### src/rtl/conv_accum_ctrl_if.sv
// Term-stream and window-result handshake bundle for conv_accum_ctrl.
// master = producer/consumer side, slave = the sequencer.
interface conv_accum_ctrl_if #(parameter int N = 32);
  logic         in_valid;
  logic         in_ready;
  logic [N-1:0] in_data;
  logic         out_valid;
  logic         out_ready;
  logic [N-1:0] out_data;
  logic         out_ovf;

  modport master (output in_valid, in_data, out_ready,
                  input  in_ready, out_valid, out_data, out_ovf);
  modport slave  (input  in_valid, in_data, out_ready,
                  output in_ready, out_valid, out_data, out_ovf);
endinterface

### src/rtl/conv_accum_ctrl.sv
// Sequencer for the sign-magnitude sequential adder: clears it, streams one window of terms, presents the sum.
// Define ACCUM_RELU_EN to clamp negative window sums to zero on out_data.
module conv_accum_ctrl #(
  parameter int N     = 32,
  parameter int Q     = 16,
  parameter int CNT_W = 8
) (
  input  logic             clk,
  input  logic             reset_n,
  input  logic             start,
  input  logic [CNT_W-1:0] num_terms,
  conv_accum_ctrl_if.slave bus,
  output logic             add_en,
  output logic             add_clr,
  output logic [N-1:0]     add_in1,
  output logic [N-1:0]     add_in2,
  input  logic [N-1:0]     add_sum,
  input  logic             add_ovf,
  output logic             busy
);

  // Q is only carried through; it just has to fit inside the magnitude field.
  if (Q > N - 1) begin : g_q_chk
    $error("conv_accum_ctrl: Q must not exceed N-1");
  end

  typedef enum logic [1:0] {IDLE, CLEAR, ACCUM, DONE} state_t;

  state_t           state;
  logic [CNT_W-1:0] count;
  logic [CNT_W-1:0] num_lat;
  logic             in_rdy;
  logic             out_vld;
  logic             ovf_flag;
  logic             en_d;

  assign add_en       = bus.in_valid & in_rdy;
  assign add_in1      = bus.in_data;
  assign add_in2      = add_sum;
  assign bus.in_ready = in_rdy;
  assign bus.out_valid = out_vld;
  // The last term's overflow shows up in the first DONE cycle, before it reaches ovf_flag.
  assign bus.out_ovf  = out_vld & (ovf_flag | (en_d & add_ovf));

`ifdef ACCUM_RELU_EN
  assign bus.out_data = add_sum[N-1] ? '0 : add_sum;
`else
  assign bus.out_data = add_sum;
`endif

  always_ff @(posedge clk or negedge reset_n) begin
    if (!reset_n) begin
      state    <= IDLE;
      count    <= '0;
      num_lat  <= '0;
      in_rdy   <= 1'b0;
      add_clr  <= 1'b0;
      out_vld  <= 1'b0;
      busy     <= 1'b0;
      ovf_flag <= 1'b0;
      en_d     <= 1'b0;
    end else begin
      en_d <= add_en;
      // Adder overflow is stale except right after an add, so sample it only then.
      if (en_d && add_ovf) ovf_flag <= 1'b1;
      case (state)
        IDLE: if (start) begin
          num_lat  <= num_terms;
          count    <= '0;
          ovf_flag <= 1'b0;
          add_clr  <= 1'b1;
          busy     <= 1'b1;
          state    <= CLEAR;
        end
        CLEAR: begin
          add_clr <= 1'b0;
          if (num_lat == '0) begin
            out_vld <= 1'b1;
            state   <= DONE;
          end else begin
            in_rdy <= 1'b1;
            state  <= ACCUM;
          end
        end
        ACCUM: if (add_en) begin
          count <= count + CNT_W'(1);
          if (count == num_lat - CNT_W'(1)) begin
            in_rdy  <= 1'b0;
            out_vld <= 1'b1;
            state   <= DONE;
          end
        end
        DONE: if (bus.out_ready) begin
          out_vld <= 1'b0;
          busy    <= 1'b0;
          state   <= IDLE;
        end
        default: state <= IDLE;
      endcase
    end
  end

endmodule

### src/flat_wrapper.sv
// flat-port wrapper written by rule: the top's interface ports become plain ports
module conv_accum_ctrl_flat 
#(
  parameter int N     = 32,
  parameter int Q     = 16,
  parameter int CNT_W = 8
)
  (clk, reset_n, start, num_terms, add_en, add_clr, add_in1, add_in2, add_sum, add_ovf, busy, bus_in_valid, bus_in_data, bus_out_ready, bus_in_ready, bus_out_valid, bus_out_data, bus_out_ovf);
  conv_accum_ctrl_if #(.N(N)) bus_i ();
  input  logic clk;
  input  logic reset_n;
  input  logic start;
  input  logic [CNT_W-1:0] num_terms;
  output logic add_en;
  output logic add_clr;
  output logic [N-1:0] add_in1;
  output logic [N-1:0] add_in2;
  input  logic [N-1:0] add_sum;
  input  logic add_ovf;
  output logic busy;
  input wire logic [$bits(bus_i.in_valid)-1:0] bus_in_valid;
  input wire logic [$bits(bus_i.in_data)-1:0] bus_in_data;
  input wire logic [$bits(bus_i.out_ready)-1:0] bus_out_ready;
  output wire logic [$bits(bus_i.in_ready)-1:0] bus_in_ready;
  output wire logic [$bits(bus_i.out_valid)-1:0] bus_out_valid;
  output wire logic [$bits(bus_i.out_data)-1:0] bus_out_data;
  output wire logic [$bits(bus_i.out_ovf)-1:0] bus_out_ovf;
  assign bus_i.in_valid = bus_in_valid;
  assign bus_i.in_data = bus_in_data;
  assign bus_i.out_ready = bus_out_ready;
  assign bus_in_ready = bus_i.in_ready;
  assign bus_out_valid = bus_i.out_valid;
  assign bus_out_data = bus_i.out_data;
  assign bus_out_ovf = bus_i.out_ovf;
  conv_accum_ctrl #(.N(N), .Q(Q), .CNT_W(CNT_W)) u_core (.clk(clk), .reset_n(reset_n), .start(start), .num_terms(num_terms), .bus(bus_i), .add_en(add_en), .add_clr(add_clr), .add_in1(add_in1), .add_in2(add_in2), .add_sum(add_sum), .add_ovf(add_ovf), .busy(busy));
endmodule
### config.mk
export PLATFORM = sky130hd
export DESIGN_NAME = conv_accum_ctrl_flat
export DESIGN_NICKNAME = d
export VERILOG_FILES = /design/src/rtl/conv_accum_ctrl_if.sv /design/src/rtl/conv_accum_ctrl.sv /design/src/flat_wrapper.sv
export SDC_FILE = /design/constraint.sdc
export NUM_CORES = 1
export LEC_CHECK = 0
export CORE_ASPECT_RATIO = 2
export CORE_MARGIN = 2
export CORE_UTILIZATION = 33
export CTS_BUF_LIST = sky130_fd_sc_hd__clkbuf_8
export DETAILED_ROUTE_END_ITERATION = 10
export PLACE_DENSITY = 0.86
export SYNTH_ARGS = -nofsm -noshare
export SYNTH_HDL_FRONTEND = slang
export SYNTH_SLANG_ARGS = --single-unit
### constraint.sdc
create_clock -name clk -period 3.25 [get_ports clk]
set_input_delay 0.325 -clock clk [delete_from_list [all_inputs] [get_ports clk]]
set_output_delay 0.325 -clock clk [all_outputs]
set_load 0.005 [all_outputs]
==> results of run 1 <==
[placed cells by master (no fill, tap or decap), types with 2 or more instances in the layout]
master / instances
nor4_1: 2
xor2_1: 9
a22o_1: 2
o21ai_0: 3
inv_1: 10
nor2b_1: 2
clkbuf_8: 3
nand3_1: 7
a21oi_1: 9
nor2_1: 13
nand4_1: 3
clkdlybuf4s50_1: 19
ha_1: 7
mux2_2: 8
nand2_1: 8
nor3_1: 3
xnor2_1: 6
dfrtp_1: 24
[layout make-up]
class,count,area share
Sequential cell,24,0.345
Clock inverter,1,0.0172
Inverter,11,0.0237
Timing Repair Buffer,19,0.109
Clock buffer,3,0.0237
Tap cell,86,0.0618
Multi-Input combinational cell,98,0.420
[sequential cells by signal, summed over array words and instances, names as in the netlist]
register              flops
u_core.bus.in_ready       1
u_core.add_clr            1
u_core.en_d               1
u_core.state              2
u_core.count              8
u_core.num_lat            8
u_core.bus.out_valid      1
u_core.busy               1
u_core.ovf_flag           1
[where the power goes]
part	total [mW]	switching, mW	leakage [nW]	internal (mW)
logic	0.663	0.338	0.418	0.325
registers	0.517	0.118	0.295	0.399
clock network	0.266	0.101	0.0357	0.165
[metrics by stage]
stage	utilization	hold slack, ns	instance area [sq um]	power (mW)	instances
floorplan	-	0.0294	2100	1.08	231
global placement	0.267	0.494	1670	1.16	238
detailed placement	0.267	0.506	1670	1.19	238
CTS	0.278	0.530	1740	1.46	242
global route	0.278	0.557	1740	1.54	242
finish	0.278	0.524	1740	1.45	242
[routing by layer]
metal	GRT usage	up-vias
li1	-	513
met1	0.100	547
met2	0.187	38
met3	0.0165	67
met4	0.148	0
met5	0	-
[logic make-up (layout without fill, tap and decap cells)]
group / Yosys count / in the layout / synth area share
AOI/OAI and AO/OA: 22 / 22 / 0.0810
adders and majority gates: 7 / 7 / 0.0417
xor gates and xnor gates: 16 / 16 / 0.0702
muxes: 9 / 9 / 0.0476
buffers and inverters: 109 / 34 / 0.367
DFF: 24 / 24 / 0.286
and+or+nand+nor: 44 / 44 / 0.107
[how the worst min path moves through the flow]
stage | from | end | slack [ns]
after floorplan | reset_n | u_core.add_clr$_DFFE_PN0P_ | 0.03
after global placement | u_core.ovf_flag$_DFF_PN0_ | u_core.ovf_flag$_DFF_PN0_ | 0.49
after detailed placement | u_core.bus.out_valid$_DFFE_PN0P_ | u_core.bus.out_valid$_DFFE_PN0P_ | 0.51
after CTS | u_core.bus.out_valid$_DFFE_PN0P_ | u_core.bus.out_valid$_DFFE_PN0P_ | 0.53
after global routing | u_core.add_clr$_DFFE_PN0P_ | u_core.add_clr$_DFFE_PN0P_ | 0.56
final | u_core.bus.out_valid$_DFFE_PN0P_ | u_core.bus.out_valid$_DFFE_PN0P_ | 0.52
==> qor.txt, run 1 <==
status: finished, final reports clean
Crit. End Element: register
core region area: 6260 sq um
clk sinks: 24
Starting DRT DRC Count: 47
Worst Hold Depth: 1
IO buf count: 19
vias in the first global route: 1228
grt ovf: 0
setup violators final: 0
global placement routability congestion: 0.819
syn_nets: 316
GRT Resource Usage Total: 0.114
Die Height: 117 um
Post-Syn Area per Cell: 9.10 sq um
hold_buf cts: 0
Top Layer Used: met4
Worst VDD drop: 0.424 mV
critical path, cell by cell: inv_1, ha_1, nand2b_4, or4_2, xnor2_2, o41ai_4, a21oi_1, a31o_1
cell family with most CP delay: compound AO/OA/AOI/OAI gates
post-route clock period utilization: 0.761
post-route clock skew: 0.00182 ns
CP peak stage delay: 0.57 ns
post-CTS setup buffers: 0
CTS tree: done
nets@finish: 242
worst hold path class: register to register
WL met2: 1990 um
Clock Latency Late Sink: 0.27 ns
RSZ-0062 raised after global routing: false
H-tree depth: 1
R2R Setup Slk: 0.78 ns
synth cell count leaders: buf_4 (96), dfrtp_1 (24), nor2_1 (13)
antenna violations before repair: 0
P&R area growth vs syn: -17.1%
root buffer cell: clkbuf_8
Synth Flop Type: dfrtp_1
Worst-path clk slew: 0.09 ns
met3 routed WL: 403 um
DRT Pass-1 Iters: 4
dpl hpwl: 3210 um
die area: 7060 sq um
top-area cell type share of the netlist area: 0.343
Worst Setup SP: u_core.num_lat[0]$_DFFE_PN0P_
Max-slew headroom: 0.267
WL/cell: 17.1 um
Cells after Synth: 231
Crit-path slowest cell: or4_2
Pleak: 0.749 nW
Max-cap violations: 0
EDFF count, synth: 0
Reg-to-Reg Start: u_core.num_lat[0]$_DFFE_PN0P_
Worst path depth: 8
Period minus WS final: 2.47 ns
Critical Path Start Type: register
met1 wire length: 1200 um
mapped cell area: 2100 sq um
Synth cell types: 36
IO Pins: 180
top-count cell post-synth: buf_4
Fillers: 699
final hold violations: 0
Starting Density: 0.336
ys async rst share: 1.00
Worst Path Buf+Inv: 1
deepest clock path buffer count: 2
WL final: 4130 um
reg2reg path depth: 8
# resized after CTS: 0
Setup crit end: u_core.state[1]$_DFFE_PN0P_
crit path kind: register to register
multi-input logic area: 731 sq um
Sequential Area: 601 sq um
die width: 60.4 um
share of cells above drive strength 1: 0.115
critical-path maximum fanout: 6
Ys Warns: 0
final worst slack: 0.777 ns
setup TNS: 0 ns
number of CTS-inserted buffers: 3
#FFs+latches synth: 24
PwrDens: 830 nW/um^2
Crit path arrival time: 2.64 ns
# rows: 41
first-pass GRT wire length: 6040 um
Final Max Slew Viols: 0
Worst Path Required: 3.42 ns
r2r endpoint: u_core.state[1]$_DFFE_PN0P_
Vias/cell: 4.81
Synth area leaders: buf_4 (34%), dfrtp_1 (29%), mux2_2 (4.3%)
diode count: 0
Fmax: 404 MHz
largest net degree at the start of global routing: 25
Vias: 1165
register area share after synthesis: 0.286
antenna-violating nets left: 0
post-synth top area cell: buf_4
Placement Setup Slack: 0.781 ns
worst slew pin tran: 1.10 ns
DR DRC count: 0
Power figures use the tool's default switching activity.
==> run 2: changes to the inputs <==
CORE_UTILIZATION = 30   (was 33)
PLACE_DENSITY = 0.83   (was 0.86)
clock period = 2.2 ns   (was 3.25 ns; I/O delays follow)
==> run 2 against run 1 <==
  * The run now ends with negative setup slack left
  * Via count rose by 9.3%
  * Combinational power rose by 100%
  * Sequential cell count did not move
  * Critical path depth rose by 2
  * Final cell count rose by 9.5%
  * Global-route usage rose by 0.30 points
  * Sequential share of layout area fell by 3.5 points
  * Critical path type unchanged
  * Largest power group unchanged
==> qor.txt, run 2 (synthesis results as in run 1) <==
Vias: 1273 (was 1165)
RSZ-0062 raised after global routing: true (was false)
DR DRC count: 0 (unchanged)
R2R Setup Slk: -0.004 ns (was 0.78 ns)
antenna-violating nets left: 0 (unchanged)
Pwr Total: 2.50 mW (was 1.45 mW)
P&R area growth vs syn: -7.80% (was -17.1%)
Placement Setup Slack: -0.0792 ns (was 0.781 ns)
die width: 63.2 um (was 60.4 um)
clk sinks: 24 (unchanged)
commonest non-fill, non-tap cell in the layout: dfrtp_1 (unchanged)
DRT Pass-1 Iters: 4 (unchanged)
largest registers: u_core.count: 8 flops, u_core.num_lat: 8 flops, u_core.state: 2 flops (unchanged)
Crit path arrival time: 2.37 ns (was 2.64 ns)
non-filler instance count after layout: 265 (was 242)
switching fraction of total power: 0.377 (was 0.385)
reg2reg path depth: 10 (was 8)
Period minus WS final: 2.20 ns (was 2.47 ns)
global placement routability congestion: 0.810 (was 0.819)
grt ovf: 0 (unchanged)
final core occ: 0.281 (was 0.278)
dpl hpwl: 3770 um (was 3210 um)
post-route clock skew: 0.00787 ns (was 0.00182 ns)
Fmax: 454 MHz (was 404 MHz)
critical-path maximum fanout: 4 (was 6)
WL/cell: 18.3 um (was 17.1 um)
root buffer cell: clkbuf_8 (unchanged)
Worst Path Required: 2.36 ns (was 3.42 ns)
antenna violations before repair: 0 (unchanged)
largest net degree at the start of global routing: 25 (unchanged)
PwrDens: 1290 nW/um^2 (was 830 nW/um^2)
worst slew pin tran: 0.535 ns (was 1.10 ns)
Pint: 1.56 mW (was 0.889 mW)
Post-Place Cells: 254 (was 238)
first-pass GRT wire length: 6870 um (was 6040 um)
clock network power share: 0.155 (was 0.184)
Critical Path Start Type: register (unchanged)
Worst VDD drop: 0.799 mV (was 0.424 mV)
hold_buf cts: 0 (unchanged)
Crit. End Element: register (unchanged)
nets@finish: 261 (was 242)
Starting Density: 0.305 (was 0.336)
Reg-to-Reg Start: u_core.num_lat[0]$_DFFE_PN0P_ (unchanged)
core region area: 6890 sq um (was 6260 sq um)
diode count: 0 (unchanged)
power share of the combinational group: 0.542 (was 0.458)
Clock Latency Late Sink: 0.27 ns (about the same)
failing checks: negative setup slack
r2r endpoint: u_core.bus.out_valid$_DFFE_PN0P_ (was u_core.state[1]$_DFFE_PN0P_)
die area: 7730 sq um (was 7060 sq um)
CTS tree: done (unchanged)
Vias/cell: 4.80 (was 4.81)
placed cell area: 1770 sq um (was 1670 sq um)
final hold violations: 0 (unchanged)
setup violators final: 2 (was 0)
Max-cap violations: 0 (unchanged)
IO Pins: 180 (unchanged)
share of cells above drive strength 1: 0.246 (was 0.115)
number of CTS-inserted buffers: 3 (unchanged)
WL final: 4860 um (was 4130 um)
IO buf count: 19 (unchanged)
most frequent cells in the layout: dfrtp_1 (24), clkdlybuf4s50_1 (19), buf_4 (18) (was dfrtp_1 (24), clkdlybuf4s50_1 (19), nor2_1 (13))
GRT Resource Usage Total: 0.117 (was 0.114)
Max-slew headroom: 0.642 (was 0.267)
Final Max Slew Viols: 0 (unchanged)
crit path kind: register to register (unchanged)
H-tree depth: 1 (unchanged)
vias in the first global route: 1333 (was 1228)
final worst slack: -0.00403 ns (was 0.777 ns)
post-route clock period utilization: 1.00 (was 0.761)
Starting DRT DRC Count: 37 (was 47)
Seq pwr share: 0.304 (was 0.358)
Die Height: 122 um (was 117 um)
Worst-path clk slew: 0.09 ns (about the same)
deepest clock path buffer count: 2 (unchanged)
# rows: 43 (was 41)
Pleak: 0.849 nW (was 0.749 nW)
worst hold path class: input pin to asynchronous set/reset pin (was register to register)
P_sw: 0.943 mW (was 0.557 mW)
fin area: 1940 sq um (was 1740 sq um)
status: finished with violations (was finished, final reports clean)
run 2: power groups by stage:
stage / clock network (mW) / logic [mW] / registers (mW)
floorplan: 0 / 0.876 / 0.719
global route: 0.412 / 1.47 / 0.774
CTS: 0.394 / 1.26 / 0.746
detailed placement: 0 / 1.14 / 0.749
global placement: 0 / 1.10 / 0.742
finish: 0.387 / 1.35 / 0.759
run 2: layout make-up:
type / count / area, sq um
flip-flops and latches: 24 / 601
inverters: 11 / 41.3
multi-input cells: 98 / 776
repair buffers: 38 / 337
well taps: 90 / 113
clock buffers: 3 / 41.3
clock inverters: 1 / 30.0
fillers: 760 / 4950
run 2: worst max path at each step:
stage                                        from  cells after the start                          endpoint  slack [ns]
detailed placement  u_core.num_lat[0]$_DFFE_PN0P_                      8       u_core.state[1]$_DFFE_PN0P_       -0.08
global placement    u_core.num_lat[0]$_DFFE_PN0P_                      8       u_core.state[1]$_DFFE_PN0P_       -0.03
floorplan           u_core.num_lat[0]$_DFFE_PN0P_                      8       u_core.state[1]$_DFFE_PN0P_        0.01
CTS                 u_core.num_lat[0]$_DFFE_PN0P_                      8       u_core.state[1]$_DFFE_PN0P_       -0.02
finish              u_core.num_lat[0]$_DFFE_PN0P_                     10  u_core.bus.out_valid$_DFFE_PN0P_      -0.004
global route        u_core.num_lat[0]$_DFFE_PN0P_                     10  u_core.bus.out_valid$_DFFE_PN0P_       -0.09
run 2: metrics by stage:
step | hold WS [ns] | TNS (ns)
floorplan | -0.0756 | 0
global placement | 0.440 | -0.0284
detailed placement | 0.440 | -0.139
CTS | 0.308 | -0.0191
global route | 0.332 | -0.210
finish | 0.301 | -0.00449
run 2: critical path, stage by stage, from the launching register on:
cell	delay (ns)
dfrtp_1	0.40
buf_4	0.14
buf_4	0.14
nor3_2	0.10
buf_4	0.15
a21oi_1	0.06
nand4b_1	0.29
o41ai_4	0.43
buf_4	0.19
nand3_1	0.07
o2bb2ai_1	0.13
run 2: repair_timing:
item                                    4_1_cts  5_1_grt
buffers inserted                              4        3
gates resized for setup                       6        3
endpoints found under the setup margin        4        4
pin swaps                                     5        6
run 2: metal layers:
metal  GRT usage  part of all wire  wire length, um  vias up
met2       0.218              0.52             2530       80
met4       0.124             0.090              437        0
met3      0.0376              0.12              577       77
li1            -                 -                -      552
met5           0                 0                0        -
met1      0.0867              0.27             1310      564
==> run 3: changes to the inputs <==
CORE_ASPECT_RATIO = default   (was 2)
==> run 3 against run 2 <==
  * The flow now finishes without violations
  * Die area shrank 0.53%
  * Fmax increased by 0.64%
  * Clock-buffer cell count rose by 1
  * Sequential power about the same
  * Via count down 1.7%
  * Critical path type unchanged
  * Global-route usage down 1.8 points
==> qor.txt, run 3 (synthesis results as in run 1) <==
Starting Density: 0.309 (was 0.305)
Period minus WS final: 2.19 ns (was 2.20 ns)
worst hold path class: input pin to asynchronous set/reset pin (unchanged)
H-tree depth: 1 (unchanged)
number of CTS-inserted buffers: 3 (unchanged)
Top Layer Used: met4 (unchanged)
met1 wire length: 1350 um (was 1310 um)
Vias/cell: 4.63 (was 4.80)
die width: 87.7 um (was 63.2 um)
critical-path maximum fanout: 3 (was 4)
WL final: 4210 um (was 4860 um)
reg2reg path depth: 9 (was 10)
power share of the combinational group: 0.573 (was 0.542)
Crit path arrival time: 2.35 ns (was 2.37 ns)
clock network power share: 0.120 (was 0.155)
Vias: 1251 (was 1273)
Worst Path Required: 2.36 ns (about the same)
Worst Setup SP: u_core.num_lat[0]$_DFFE_PN0P_ (unchanged)
diode count: 0 (unchanged)
grt ovf: 0 (unchanged)
Starting DRT DRC Count: 41 (was 37)
global placement routability congestion: 0.790 (was 0.810)
Setup crit end: u_core.bus.in_ready$_DFFE_PN0P_ (was u_core.bus.out_valid$_DFFE_PN0P_)
crit path kind: register to register (unchanged)
clk sinks: 24 (unchanged)
IO Pins: 180 (unchanged)
P_sw: 0.973 mW (was 0.943 mW)
R2R Setup Slk: 0.01 ns (was -0.004 ns)
vias in the first global route: 1231 (was 1333)
nets@finish: 260 (was 261)
die area: 7690 sq um (was 7730 sq um)
Worst-path clk slew: 0.08 ns (was 0.09 ns)
IO buf count: 19 (unchanged)
Placement Setup Slack: -0.0885 ns (was -0.0792 ns)
Pint: 1.50 mW (was 1.56 mW)
Clock Latency Late Sink: 0.27 ns (about the same)
largest net degree at the start of global routing: 25 (unchanged)
WL/cell: 15.6 um (was 18.3 um)
Reg-to-Reg Start: u_core.num_lat[0]$_DFFE_PN0P_ (unchanged)
setup violators final: 0 (was 2)
most frequent cells in the layout: dfrtp_1 (24), clkdlybuf4s50_1 (19), buf_4 (18) (unchanged)
post-route clock period utilization: 0.995 (was 1.00)
dpl hpwl: 3100 um (was 3770 um)
final hold violations: 0 (unchanged)
antenna violations before repair: 0 (unchanged)
switching fraction of total power: 0.393 (was 0.377)
DR DRC count: 0 (unchanged)
commonest non-fill, non-tap cell in the layout: dfrtp_1 (unchanged)
non-filler instance count after layout: 270 (was 265)
Worst VDD drop: 0.686 mV (was 0.799 mV)
first-pass GRT wire length: 5990 um (was 6870 um)
antenna-violating nets left: 0 (unchanged)
Crit. End Element: register (unchanged)
DRT Pass-1 Iters: 4 (unchanged)
final worst slack: 0.0101 ns (was -0.00403 ns)
status: finished, final reports clean (was finished with violations)
r2r endpoint: u_core.bus.in_ready$_DFFE_PN0P_ (was u_core.bus.out_valid$_DFFE_PN0P_)
Max-cap violations: 0 (unchanged)
core region area: 6790 sq um (was 6890 sq um)
setup TNS: 0 ns (was -0.00449 ns)
largest registers: u_core.count: 8 flops, u_core.num_lat: 8 flops, u_core.state: 2 flops (unchanged)
CTS tree: done (unchanged)
Fmax: 457 MHz (was 454 MHz)
worst slew pin tran: 0.426 ns (was 0.535 ns)
Final Max Slew Viols: 0 (unchanged)
PwrDens: 1260 nW/um^2 (was 1290 nW/um^2)
# rows: 30 (was 43)
final hold slack: 0.292 ns (was 0.301 ns)
deepest clock path buffer count: 2 (unchanged)
WL met2: 2280 um (was 2530 um)
final core occ: 0.288 (was 0.281)
post-route clock skew: 0.00498 ns (was 0.00787 ns)
GRT Resource Usage Total: 0.0993 (was 0.117)
hold_buf cts: 0 (unchanged)
Pleak: 0.842 nW (was 0.849 nW)
Post-Place Cells: 258 (was 254)
P&R area growth vs syn: -6.79% (was -7.80%)
Max-slew headroom: 0.715 (was 0.642)
Fillers: 701 (was 760)
root buffer cell: clkbuf_8 (unchanged)
Critical Path Start Type: register (unchanged)
met3 routed WL: 344 um (was 577 um)
Seq pwr share: 0.306 (was 0.304)
share of cells above drive strength 1: 0.270 (was 0.246)
Die Height: 87.7 um (was 122 um)
-- run 3: power groups by stage --
stage          Clock, mW  Sequential, mW  Combinational (mW)
2_1_floorplan          0           0.719               0.876
3_3_place_gp           0           0.730                1.07
3_5_place_dp           0           0.737                1.12
4_1_cts            0.305           0.735                1.21
5_1_grt            0.325           0.778                1.54
6_report           0.298           0.759                1.42
-- run 3: final cells by class --
type | count | area, sq um | area share
Clock buffer | 4 | 55.1 | 0.0281
Inverter | 11 | 41.3 | 0.0211
Multi-Input combinational cell | 98 | 817 | 0.417
Sequential cell | 24 | 601 | 0.307
Tap cell | 96 | 120 | 0.0613
Timing Repair Buffer | 37 | 325 | 0.166
-- run 3: per-layer routing --
metal / global-route usage / vias up
li1: - / 545
met1: 0.100 / 598
met2: 0.183 / 81
met3: 0.0207 / 27
met4: 0.0657 / 0
met5: 0 / -
-- run 3: worst min-delay path by stage --
stage	startpoint	to	slack [ns]	cells after the start
2_1_floorplan	reset_n	u_core.add_clr$_DFFE_PN0P_	-0.08	0
3_3_place_gp	bus_in_data[13]	add_in1[13]	0.44	0
3_5_place_dp	bus_in_data[13]	add_in1[13]	0.44	0
4_1_cts	reset_n	u_core.count[0]$_DFFE_PN0P_	0.31	2
5_1_grt	reset_n	u_core.count[0]$_DFFE_PN0P_	0.33	2
6_report	reset_n	u_core.count[0]$_DFFE_PN0P_	0.29	2
-- run 3: timing repair --
| item | CTS | global route |
|---|---|---|
| buffers inserted | 3 | 5 |
| endpoints found under the setup margin | 4 | 6 |
| resized for setup | 5 | 10 |
| hold endpoints to repair | 0 | 0 |
| pin swaps | 5 | 9 |
-- run 3: through the flow --
step | area (sq um) | total power, mW
6_report | 1960 | 2.48
5_1_grt | 1960 | 2.65
4_1_cts | 1860 | 2.25
3_5_place_dp | 1760 | 1.86
3_3_place_gp | 1760 | 1.80
2_1_floorplan | 2100 | 1.59
-- run 3: worst max-delay path, stage by stage, from the launching register on --
cell      delay [ns]
dfrtp_1         0.39
inv_2           0.08
ha_4            0.16
nand2b_4        0.06
or4_4           0.45
xnor2_4         0.16
buf_4           0.16
nor4_2          0.30
nand2_1         0.12
a22o_1          0.20
